### src/rtl/rob_commit.sv
// In-order retirement buffer feeding the register-file writeback port.
// Results complete out of order; the head retires with a one-cycle write pulse then a low gap.
module rob_commit #(
    parameter int DEPTH = 8,
    parameter int TAG_W = 3
) (
    input  logic             clk,
    input  logic             rst_n,
    input  logic             flush,
    input  logic             alloc_valid,
    output logic             alloc_ready,
    input  logic [4:0]       alloc_rd,
    input  logic [2:0]       alloc_type,
    input  logic             alloc_has_dest,
    output logic [TAG_W-1:0] alloc_tag,
    input  logic             cdb_valid,
    input  logic [TAG_W-1:0] cdb_tag,
    input  logic [31:0]      cdb_data,
    output logic             rob_write_enable,
    output logic [31:0]      rob_write_data,
    output logic [4:0]       rob_write_index,
    output logic [2:0]       rob_write_type,
    output logic [TAG_W:0]   count
);

    typedef enum logic [1:0] {
        IDLE  = 2'd0,
        PULSE = 2'd1,
        GAP   = 2'd2
    } state_t;

    localparam logic [TAG_W:0]   FULL_CNT = DEPTH[TAG_W:0];
    localparam logic [TAG_W-1:0] PTR_ONE  = {{(TAG_W-1){1'b0}}, 1'b1};

    logic [DEPTH-1:0] valid_r;
    logic [DEPTH-1:0] done_r;
    logic [DEPTH-1:0] has_dest_r;
    logic [4:0]       rd_r   [DEPTH];
    logic [2:0]       type_r [DEPTH];
    logic [31:0]      data_r [DEPTH];

    logic [TAG_W-1:0] head_r;
    logic [TAG_W-1:0] tail_r;
    logic [TAG_W:0]   count_r;
    state_t           state_r;
    logic             we_r;
    logic [31:0]      wdata_r;
    logic [4:0]       widx_r;
    logic [2:0]       wtype_r;

    state_t           state_s;
    logic             we_s;
    logic [31:0]      wdata_s;
    logic [4:0]       widx_s;
    logic [2:0]       wtype_s;
    logic             free_s;
    logic             head_ok_s;
    logic             alloc_ready_s;
    logic             alloc_fire_s;

    // Handshake terms; readiness uses the registered count so a full buffer never accepts
    always_comb begin
        alloc_ready_s = (count_r != FULL_CNT);
        alloc_fire_s  = alloc_valid && alloc_ready_s;
        head_ok_s     = valid_r[head_r] && done_r[head_r];
    end

    // Commit FSM next state and next writeback outputs
    always_comb begin
        state_s = state_r;
        we_s    = 1'b0;
        wdata_s = wdata_r;
        widx_s  = widx_r;
        wtype_s = wtype_r;
        free_s  = 1'b0;
        case (state_r)
            IDLE: begin
                if (head_ok_s) begin
                    free_s = 1'b1;
                    if (has_dest_r[head_r] && (rd_r[head_r] != 5'd0)) begin
                        we_s    = 1'b1;
                        wdata_s = data_r[head_r];
                        widx_s  = rd_r[head_r];
                        wtype_s = type_r[head_r];
                        state_s = PULSE;
                    end else begin
                        state_s = IDLE;
                    end
                end else begin
                    state_s = IDLE;
                end
            end
            PULSE:   state_s = GAP;
            GAP:     state_s = IDLE;
            default: state_s = IDLE;
        endcase
    end

    // FSM state and registered writeback outputs
    always_ff @(posedge clk or negedge rst_n) begin
        if (!rst_n) begin
            state_r <= IDLE;
            we_r    <= 1'b0;
            wdata_r <= 32'd0;
            widx_r  <= 5'd0;
            wtype_r <= 3'd0;
        end else if (flush) begin
            state_r <= IDLE;
            we_r    <= 1'b0;
        end else begin
            state_r <= state_s;
            we_r    <= we_s;
            wdata_r <= wdata_s;
            widx_r  <= widx_s;
            wtype_r <= wtype_s;
        end
    end

    // Pointers and occupancy
    always_ff @(posedge clk or negedge rst_n) begin
        if (!rst_n) begin
            head_r  <= '0;
            tail_r  <= '0;
            count_r <= '0;
        end else if (flush) begin
            head_r  <= '0;
            tail_r  <= '0;
            count_r <= '0;
        end else begin
            if (alloc_fire_s) begin
                tail_r <= tail_r + PTR_ONE;
            end
            if (free_s) begin
                head_r <= head_r + PTR_ONE;
            end
            count_r <= count_r + {{TAG_W{1'b0}}, alloc_fire_s} - {{TAG_W{1'b0}}, free_s};
        end
    end

    // Entry storage: allocation at tail, completion by tag, release at head
    always_ff @(posedge clk or negedge rst_n) begin
        if (!rst_n) begin
            valid_r    <= '0;
            done_r     <= '0;
            has_dest_r <= '0;
            for (int i = 0; i < DEPTH; i++) begin
                rd_r[i]   <= 5'd0;
                type_r[i] <= 3'd0;
                data_r[i] <= 32'd0;
            end
        end else if (flush) begin
            valid_r <= '0;
            done_r  <= '0;
        end else begin
            if (alloc_fire_s) begin
                valid_r[tail_r]    <= 1'b1;
                done_r[tail_r]     <= 1'b0;
                has_dest_r[tail_r] <= alloc_has_dest;
                rd_r[tail_r]       <= alloc_rd;
                type_r[tail_r]     <= alloc_type;
            end
            // A tag that is not live is dropped, so stale completions cannot resurrect an entry
            if (cdb_valid && valid_r[cdb_tag]) begin
                data_r[cdb_tag] <= cdb_data;
                done_r[cdb_tag] <= 1'b1;
            end
            if (free_s) begin
                valid_r[head_r] <= 1'b0;
                done_r[head_r]  <= 1'b0;
            end
        end
    end

    assign alloc_ready      = alloc_ready_s;
    assign alloc_tag        = tail_r;
    assign count            = count_r;
    assign rob_write_enable = we_r;
    assign rob_write_data   = wdata_r;
    assign rob_write_index  = widx_r;
    assign rob_write_type   = wtype_r;

endmodule

### config.mk
export PLATFORM = sky130hd
export DESIGN_NAME = rob_commit
export DESIGN_NICKNAME = d
export VERILOG_FILES = /design/src/rtl/rob_commit.sv
export SDC_FILE = /design/constraint.sdc
export NUM_CORES = 1
export LEC_CHECK = 0
export CORE_MARGIN = 2
export CORE_UTILIZATION = 42
export CTS_BUF_LIST = sky130_fd_sc_hd__clkbuf_16
export DETAILED_ROUTE_END_ITERATION = 6
export SYNTH_ARGS = -nofsm -noshare
export SYNTH_HDL_FRONTEND = slang
export SYNTH_SLANG_ARGS = --single-unit
### constraint.sdc
create_clock -name clk -period 3.4 [get_ports clk]
set_clock_uncertainty 0.15 [all_clocks]
set_input_delay 0.34 -clock clk [delete_from_list [all_inputs] [get_ports clk]]
set_output_delay 0.34 -clock clk [all_outputs]
set_load 0.02 [all_outputs]
==> results of run 1 <==
==> kinds of logic after synthesis <==
family                     count (synthesis)  share of synthesized area, %
buffers and inverters                     90                         2.250
DFF                                      396                         55.87
xor gates and xnor gates                   5                        0.2469
adders and majority gates                  8                        0.6067
muxes                                    452                         30.96
AOI/OAI and AO/OA                        164                         6.709
and+or+nand+nor                          130                         3.358
==> state kept, by name, summed over array words and instances, names as in the netlist, 3 cells and up <==
signal / count
rob_write_index: 5
count: 4
alloc_tag: 3
rob_write_data: 32
valid_r: 8
rob_write_type: 3
done_r: 8
rd_r: 40
has_dest_r: 8
head_r: 3
data_r: 256
type_r: 24
==> worst register-to-register path, delay by kind of cell (launching register included) <==
family,cells,cell delay (ns)
buffers and inverters,3,0.69
DFF,1,0.49
AOI/OAI and AO/OA,2,1.22
muxes,1,0.42
==> worst paths after layout <==
check,slack (ns),depth (start not counted),to,start
max,0.30,6,rob_write_data[3]$_DFFE_PN0P_,head_r[2]$_DFFE_PN0P_
min,0.24,2,rd_r[17]$_DFFE_PN0P_,rst_n
max reg2reg,0.30,6,rob_write_data[3]$_DFFE_PN0P_,head_r[2]$_DFFE_PN0P_
min reg2reg,0.34,1,state_r[1]$_DFF_PN0_,state_r[1]$_DFF_PN0_
max in group asynchronous,1.94,3,alloc_tag[1]$_DFFE_PN0P_,rst_n
min in group clk,0.34,1,state_r[1]$_DFF_PN0_,state_r[1]$_DFF_PN0_
==> power by group <==
| part | leakage [uW] | internal [uW] | total [uW] | switching, uW |
|---|---|---|---|---|
| logic | 0.00387 | 1400 | 2770 | 1370 |
| registers | 0.00541 | 5360 | 5760 | 396 |
| clock network | 0.000697 | 2480 | 4420 | 1940 |
==> routing by layer <==
| metal | up-vias | part of all wire (%) |
|---|---|---|
| met5 | - | 0.055 |
| met4 | 4 | 2.4 |
| met3 | 86 | 4.5 |
| met2 | 240 | 47 |
| met1 | 5843 | 46 |
| li1 | 4940 | - |
==> final cells by class <==
type	instances	area, sq um
fill	3621	20780
sequential	396	9918
multi-input combinational	759	7453
timing repair buffer	161	1634
clock buffer	45	1126
tap	539	674.4
clock inverter	38	206.4
inverter	14	52.55
antenna	2	5.005
==> stage by stage <==
stage | power, uW | setup WS [ns] | cell area [sq um] | instances
CTS | 13120 | 0.3051 | 21070 | 1952
detailed placement | 8636 | 0.2846 | 19720 | 1868
global placement | 8562 | 0.2990 | 19720 | 1868
finish | 12950 | 0.2960 | 21070 | 1954
global route | 13610 | 0.1507 | 21070 | 1953
floorplan | 7513 | 0.2254 | 17740 | 1245
==> cells in the final DEF (no fill, tap or decap), types with 6 or more instances in the layout <==
cell	n
clkinv_2	9
nand2_2	6
buf_12	14
dfrtp_1	393
a22oi_1	23
nor2b_1	8
nand2_1	51
nor2_1	32
a31oi_1	7
clkdlybuf4s50_1	96
a32oi_1	6
buf_4	49
mux2i_1	28
a22o_1	6
o22ai_1	12
nand3_1	12
inv_1	23
a21oi_1	28
clkinv_1	12
o21ai_0	21
mux2_2	367
a221oi_1	26
clkbuf_16	45
ha_1	7
mux4_2	30
o211ai_1	9
mux2_4	26
==> results.md, run 1 <==
- Global-route wire length before repair: 71910 um
- Slew @ Worst Pin: 1.300 ns
- Seq cells post-synth: 396
- Hold WS: 0.2406 ns
- PD cells: 614.6 mW/mm^2
- Status: completed
- WP data arrival: 3.40 ns
- M3 GR Usage: 3.726%
- CP cell instances: clkinv_1 -> buf_4 -> o311ai_0 -> o31a_2 -> buf_12 -> mux2_2
- CTS tree: built
- Core Util, Final: 50.34%
- Mapped Nets: 1302
- Clock Latency Late Sink: 0.57 ns
- Initial antenna violation count: 3
- CP max stage delay: 0.93 ns
- Post-synth EDFFs: 0
- Critical path type: register to register
- CP Data Required Time: 3.69 ns
- Clock root buffer: clkbuf_16
- Post-synthesis sequential area ratio: 55.87%
- Met1 Use GR: 30.09%
- Critical path launch point type: register
- Routed wire length per instance: 23.46 um
- Post-CTS sizing: 0
- RSZ-0062 raised after global routing: no
- Met2 Use GR: 34.54%
- Slew margin rel.: 12.89%
- Delay-heaviest family, CP: compound AO/OA/AOI/OAI gates
- Endpoints failing hold: 0
- Row count: 75
- Die Height: 209.5 um
- Ranking of synthesized cells by area: dfrtp_1, mux2_2, mux4_2
- Post-synth ARST share: 100.0%
- Vias per std cell: 5.687
- Slowest cell on crit path: o311ai_0
- Gr ovfl total: 0
- Clock slew at reported path FFs: 0.06 ns
- Post-Syn Instances: 1245
- I/O Buffers: 97
- Std-Cell Core Area: 0.04185 sq mm
- Vias in the first global route: 11680
- GRT Total Usage: 21.54%
- Cell with the most instances after synthesis: dfrtp_1
- Cts hold-fix bufs: 1
- Post-DP HPWL: 28240 um
- Fin nets: 1434
- Layout cells sized above 1: 40.13%
- DRC: 0
- Die W: 209.5 um
- WP buf/inv: 3
- Mean Syn Cell Area: 14.25 sq um
- Die area: 0.04389 sq mm
- Max Buffers Root-to-Sink: 3
- Endpoints failing setup: 0
- Maximum vdd ir drop: 0.0003721 V
- CTS sink cnt: 396
- Total negative slack: 0 ns
- Total wire length: 45840 um
- # IOs: 98
- Total CTS buffers: 45
- Number of synthesis warnings: 0
- Fmax: 322.2 MHz
- Final ANT Viol Nets: 0
- Layout area overhead: 18.80%
- Initial core utilization: 42.38%
- Drt initial violations: 669
- Largest net degree at the start of global routing: 90
- Slew Viols, Final: 0
- Yosys top cell area share: 55.87%
- Leakage power: 0.009978 uW
- Synth cell types: 55
- Max Fanout on Critical Path: 37
- DRT Pass-1 Iters: 5
- Grt peak-use layer: met2
- RePlAce Congestion: 0.8197
- Main synth FF type: dfrtp_1
- Final cycle utilization of the critical path: 91.29%
- Synthesized cell area: 0.01774 sq mm
- Worst Hold Class: input pin to async pin
- Synth area leader: dfrtp_1
- Max cap viols: 0
- Final Critical Period: 3.104 ns
- Critical path endpoint category: register
- Post-synth top cells: dfrtp_1, mux2_2, nand2_1
- Via count: 11110
- Setup bufs post-CTS: 0
- H-tree depth: 2
Power figures use the tool's default switching activity.
==> run 2, diff against run 1 <==
CORE_ASPECT_RATIO = 0.7   (was not set)
==> run 2 against run 1 <==
  * Setup slack better by 0.074 ns
  * Power grew 0.85%
  * Via count is 0.20% higher
  * Clock-buffer cell count is 2 lower
  * Critical path type unchanged
  * Hold slack improved by 0.070 ns
  * Global-route usage shrank 0.31 points
  * Critical path depth up 4
==> results.md, run 2 (synthesized netlist as in run 1, its figures left out) <==
- Die Height: 175.9 um (was 209.5 um)
- Slew Viols, Final: 0 (unchanged)
- H-tree depth: 2 (unchanged)
- Logic pwr share: 21.6% (was 21.4%)
- DRC: 0 (unchanged)
- R2R depth: 10 (was 6)
- Max Buffers Root-to-Sink: 3 (unchanged)
- Part of the power in registers: 44.1% (was 44.5%)
- Total negative slack: 0 ns (unchanged)
- Initial core utilization: 42.89% (was 42.38%)
- RSZ-0062 raised after global routing: no (unchanged)
- Max Fanout on Critical Path: 26 (was 37)
- CP Data Required Time: 3.67 ns (was 3.69 ns)
- Final WS setup: 0.3701 ns (was 0.2960 ns)
- Slew margin rel.: 22.38% (was 12.89%)
- Critical path launch point type: register (unchanged)
- Seq. cell area: 0.009918 sq mm (unchanged)
- Layout area overhead: 18.96% (was 18.80%)
- WP data arrival: 3.30 ns (was 3.40 ns)
- Top reg by flops: data_r (unchanged)
- Critical path type: register to register (unchanged)
- Die area: 0.04391 sq mm (was 0.04389 sq mm)
- Final ANT Viol Nets: 0 (unchanged)
- Via count: 11140 (was 11110)
- Fin nets: 1432 (was 1434)
- Slew @ Worst Pin: 1.158 ns (was 1.300 ns)
- Final Critical Period: 3.030 ns (was 3.104 ns)
- Internal: 9381 uW (was 9245 uW)
- CTS tree: built (unchanged)
- Maximum vdd ir drop: 0.0003800 V (was 0.0003721 V)
- # IOs: 98 (unchanged)
- Most frequent cells in the layout: dfrtp_1, mux2_2, clkdlybuf4s50_1 (unchanged)
- Final cycle utilization of the critical path: 89.11% (was 91.29%)
- Std-Cell Core Area: 0.04135 sq mm (was 0.04185 sq mm)
- Endpoints failing setup: 0 (unchanged)
- RePlAce Congestion: 0.7976 (was 0.8197)
- Layout cells sized above 1: 40.33% (was 40.13%)
- Switch share: 28.17% (was 28.61%)
- Global-route wire length before repair: 72210 um (was 71910 um)
- GRT Total Usage: 21.23% (was 21.54%)
- Most common cell after layout, fill and taps aside: dfrtp_1 (unchanged)
- Largest net degree at the start of global routing: 108 (was 90)
- Fmax: 330.0 MHz (was 322.2 MHz)
- DRT Pass-1 Iters: 4 (was 5)
- Clock root buffer: clkbuf_16 (unchanged)
- Worst Hold Class: input pin to async pin (unchanged)
- PD cells: 619.0 mW/mm^2 (was 614.6 mW/mm^2)
- Max cap viols: 0 (unchanged)
- Clock Power Share: 34.2% (was 34.1%)
- Dpl ws: 0.3721 ns (was 0.2846 ns)
- Gr ovfl total: 0 (unchanged)
- Initial antenna violation count: 2 (was 3)
- Post-CTS sizing: 0 (unchanged)
- Multi-input combinational cell area: 0.007453 sq mm (unchanged)
- I/O Buffers: 97 (unchanged)
- Endpoints failing hold: 0 (unchanged)
- Routed wire length per instance: 23.37 um (was 23.46 um)
- Vias per std cell: 5.707 (was 5.687)
- Fillers: 3531 (was 3621)
- Total CTS buffers: 41 (was 45)
- Critical path endpoint category: register (unchanged)
- Clock slew at reported path FFs: 0.06 ns (about the same)
- Leakage power: 0.009970 uW (was 0.009978 uW)
- Die W: 249.6 um (was 209.5 um)
- Drt initial violations: 776 (was 669)
- Total wire length: 45600 um (was 45840 um)
- NetSw: 3680 uW (was 3705 uW)
- Post-DP HPWL: 28670 um (was 28240 um)
- Status: completed (unchanged)
- CTS sink cnt: 396 (unchanged)
- Vias in the first global route: 11670 (was 11680)
- Clock Latency Late Sink: 0.55 ns (was 0.57 ns)
- Row count: 62 (was 75)
- Largest register FFs: 256 (unchanged)
-- run 2: changes by cell type in the layout (fill, tap and decap cells not counted) --
cell / change
clkbuf_16: -2
diode_2: -1
inv_1: -7
clkinv_4: -1
inv_6: -1
bufinv_16: +3
clkinv_2: +2
buf_12: +2
clkinvlp_4: -3
-- run 2: per-stage QoR --
stage | area (sq um) | hold WS [ns] | instances | util [%] | total power (uW)
floorplan | 17740 | -0.1056 | 1245 | - | 7513
global placement | 19770 | 0.3130 | 1875 | 47.81 | 8631
CTS | 21100 | 0.3330 | 1950 | 51.02 | 13210
finish | 21100 | 0.3107 | 1951 | 51.03 | 13060
detailed placement | 19770 | 0.3180 | 1875 | 47.81 | 8698
global route | 21100 | 0.3617 | 1951 | 51.03 | 13700
-- run 2: worst paths after layout --
kind | startpoint | to | slack, ns
worst max-delay path | head_r[0]$_DFFE_PN0P_ | count[2]$_DFF_PN0_ | 0.37
worst min-delay path | rst_n | count[0]$_DFF_PN0_ | 0.31
worst max register to register | head_r[0]$_DFFE_PN0P_ | count[2]$_DFF_PN0_ | 0.37
worst min register to register | state_r[1]$_DFF_PN0_ | state_r[1]$_DFF_PN0_ | 0.34
max in group asynchronous | rst_n | data_r[222]$_DFFE_PN0P_ | 1.83
min in group clk | state_r[1]$_DFF_PN0_ | state_r[1]$_DFF_PN0_ | 0.34
-- run 2: per-layer routing --
layer  GRT usage (%)  part of all wire, %  vias up
li1                -                    -     4895
met1           32.02                   50     5926
met2           31.82                   44      251
met3           4.054                  5.0       61
met4           4.719                  1.7        2
met5               0                0.029        -
-- run 2: repair_timing --
| action | 4_1_cts | 5_1_grt |
|---|---|---|
| endpoints found under the setup margin | 0 | 0 |
| hold endpoints to repair | 100 | 0 |
| buffers inserted | 0 | 0 |
| hold buffers | 1 | 0 |
-- run 2: critical path: stages (launching register included) --
cell,delay [ns]
dfrtp_4,0.64
nor2_1,0.46
o211ai_1,0.16
o21ai_0,0.25
nor4_2,0.09
ha_1,0.30
inv_1,0.04
ha_1,0.20
fa_1,0.40
xnor2_1,0.17
nor2_1,0.05
-- run 2: final cells by class --
type,count,area share (%)
Sequential cell,396,47.01
Multi-Input combinational cell,759,35.33
Timing Repair Buffer,163,7.935
Clock buffer,43,5.100
Tap cell,544,3.226
Clock inverter,31,1.139
Inverter,14,0.2491
Antenna cell,1,0.01186
-- run 2: power groups by stage --
stage	Combinational, uW	Clock, uW	Sequential, uW
final	2830	4470	5760
after global routing	3070	4780	5850
after CTS	2860	4580	5770
after detailed placement	2850	0	5850
after global placement	2810	0	5820
after floorplan	1660	0	5850
==> run 3, diff against run 2 <==
SKIP_CTS_REPAIR_TIMING = 1   (was not set)
==> results of run 3 <==
No change in the layout: final DEF, timing and power equal those of run 2.
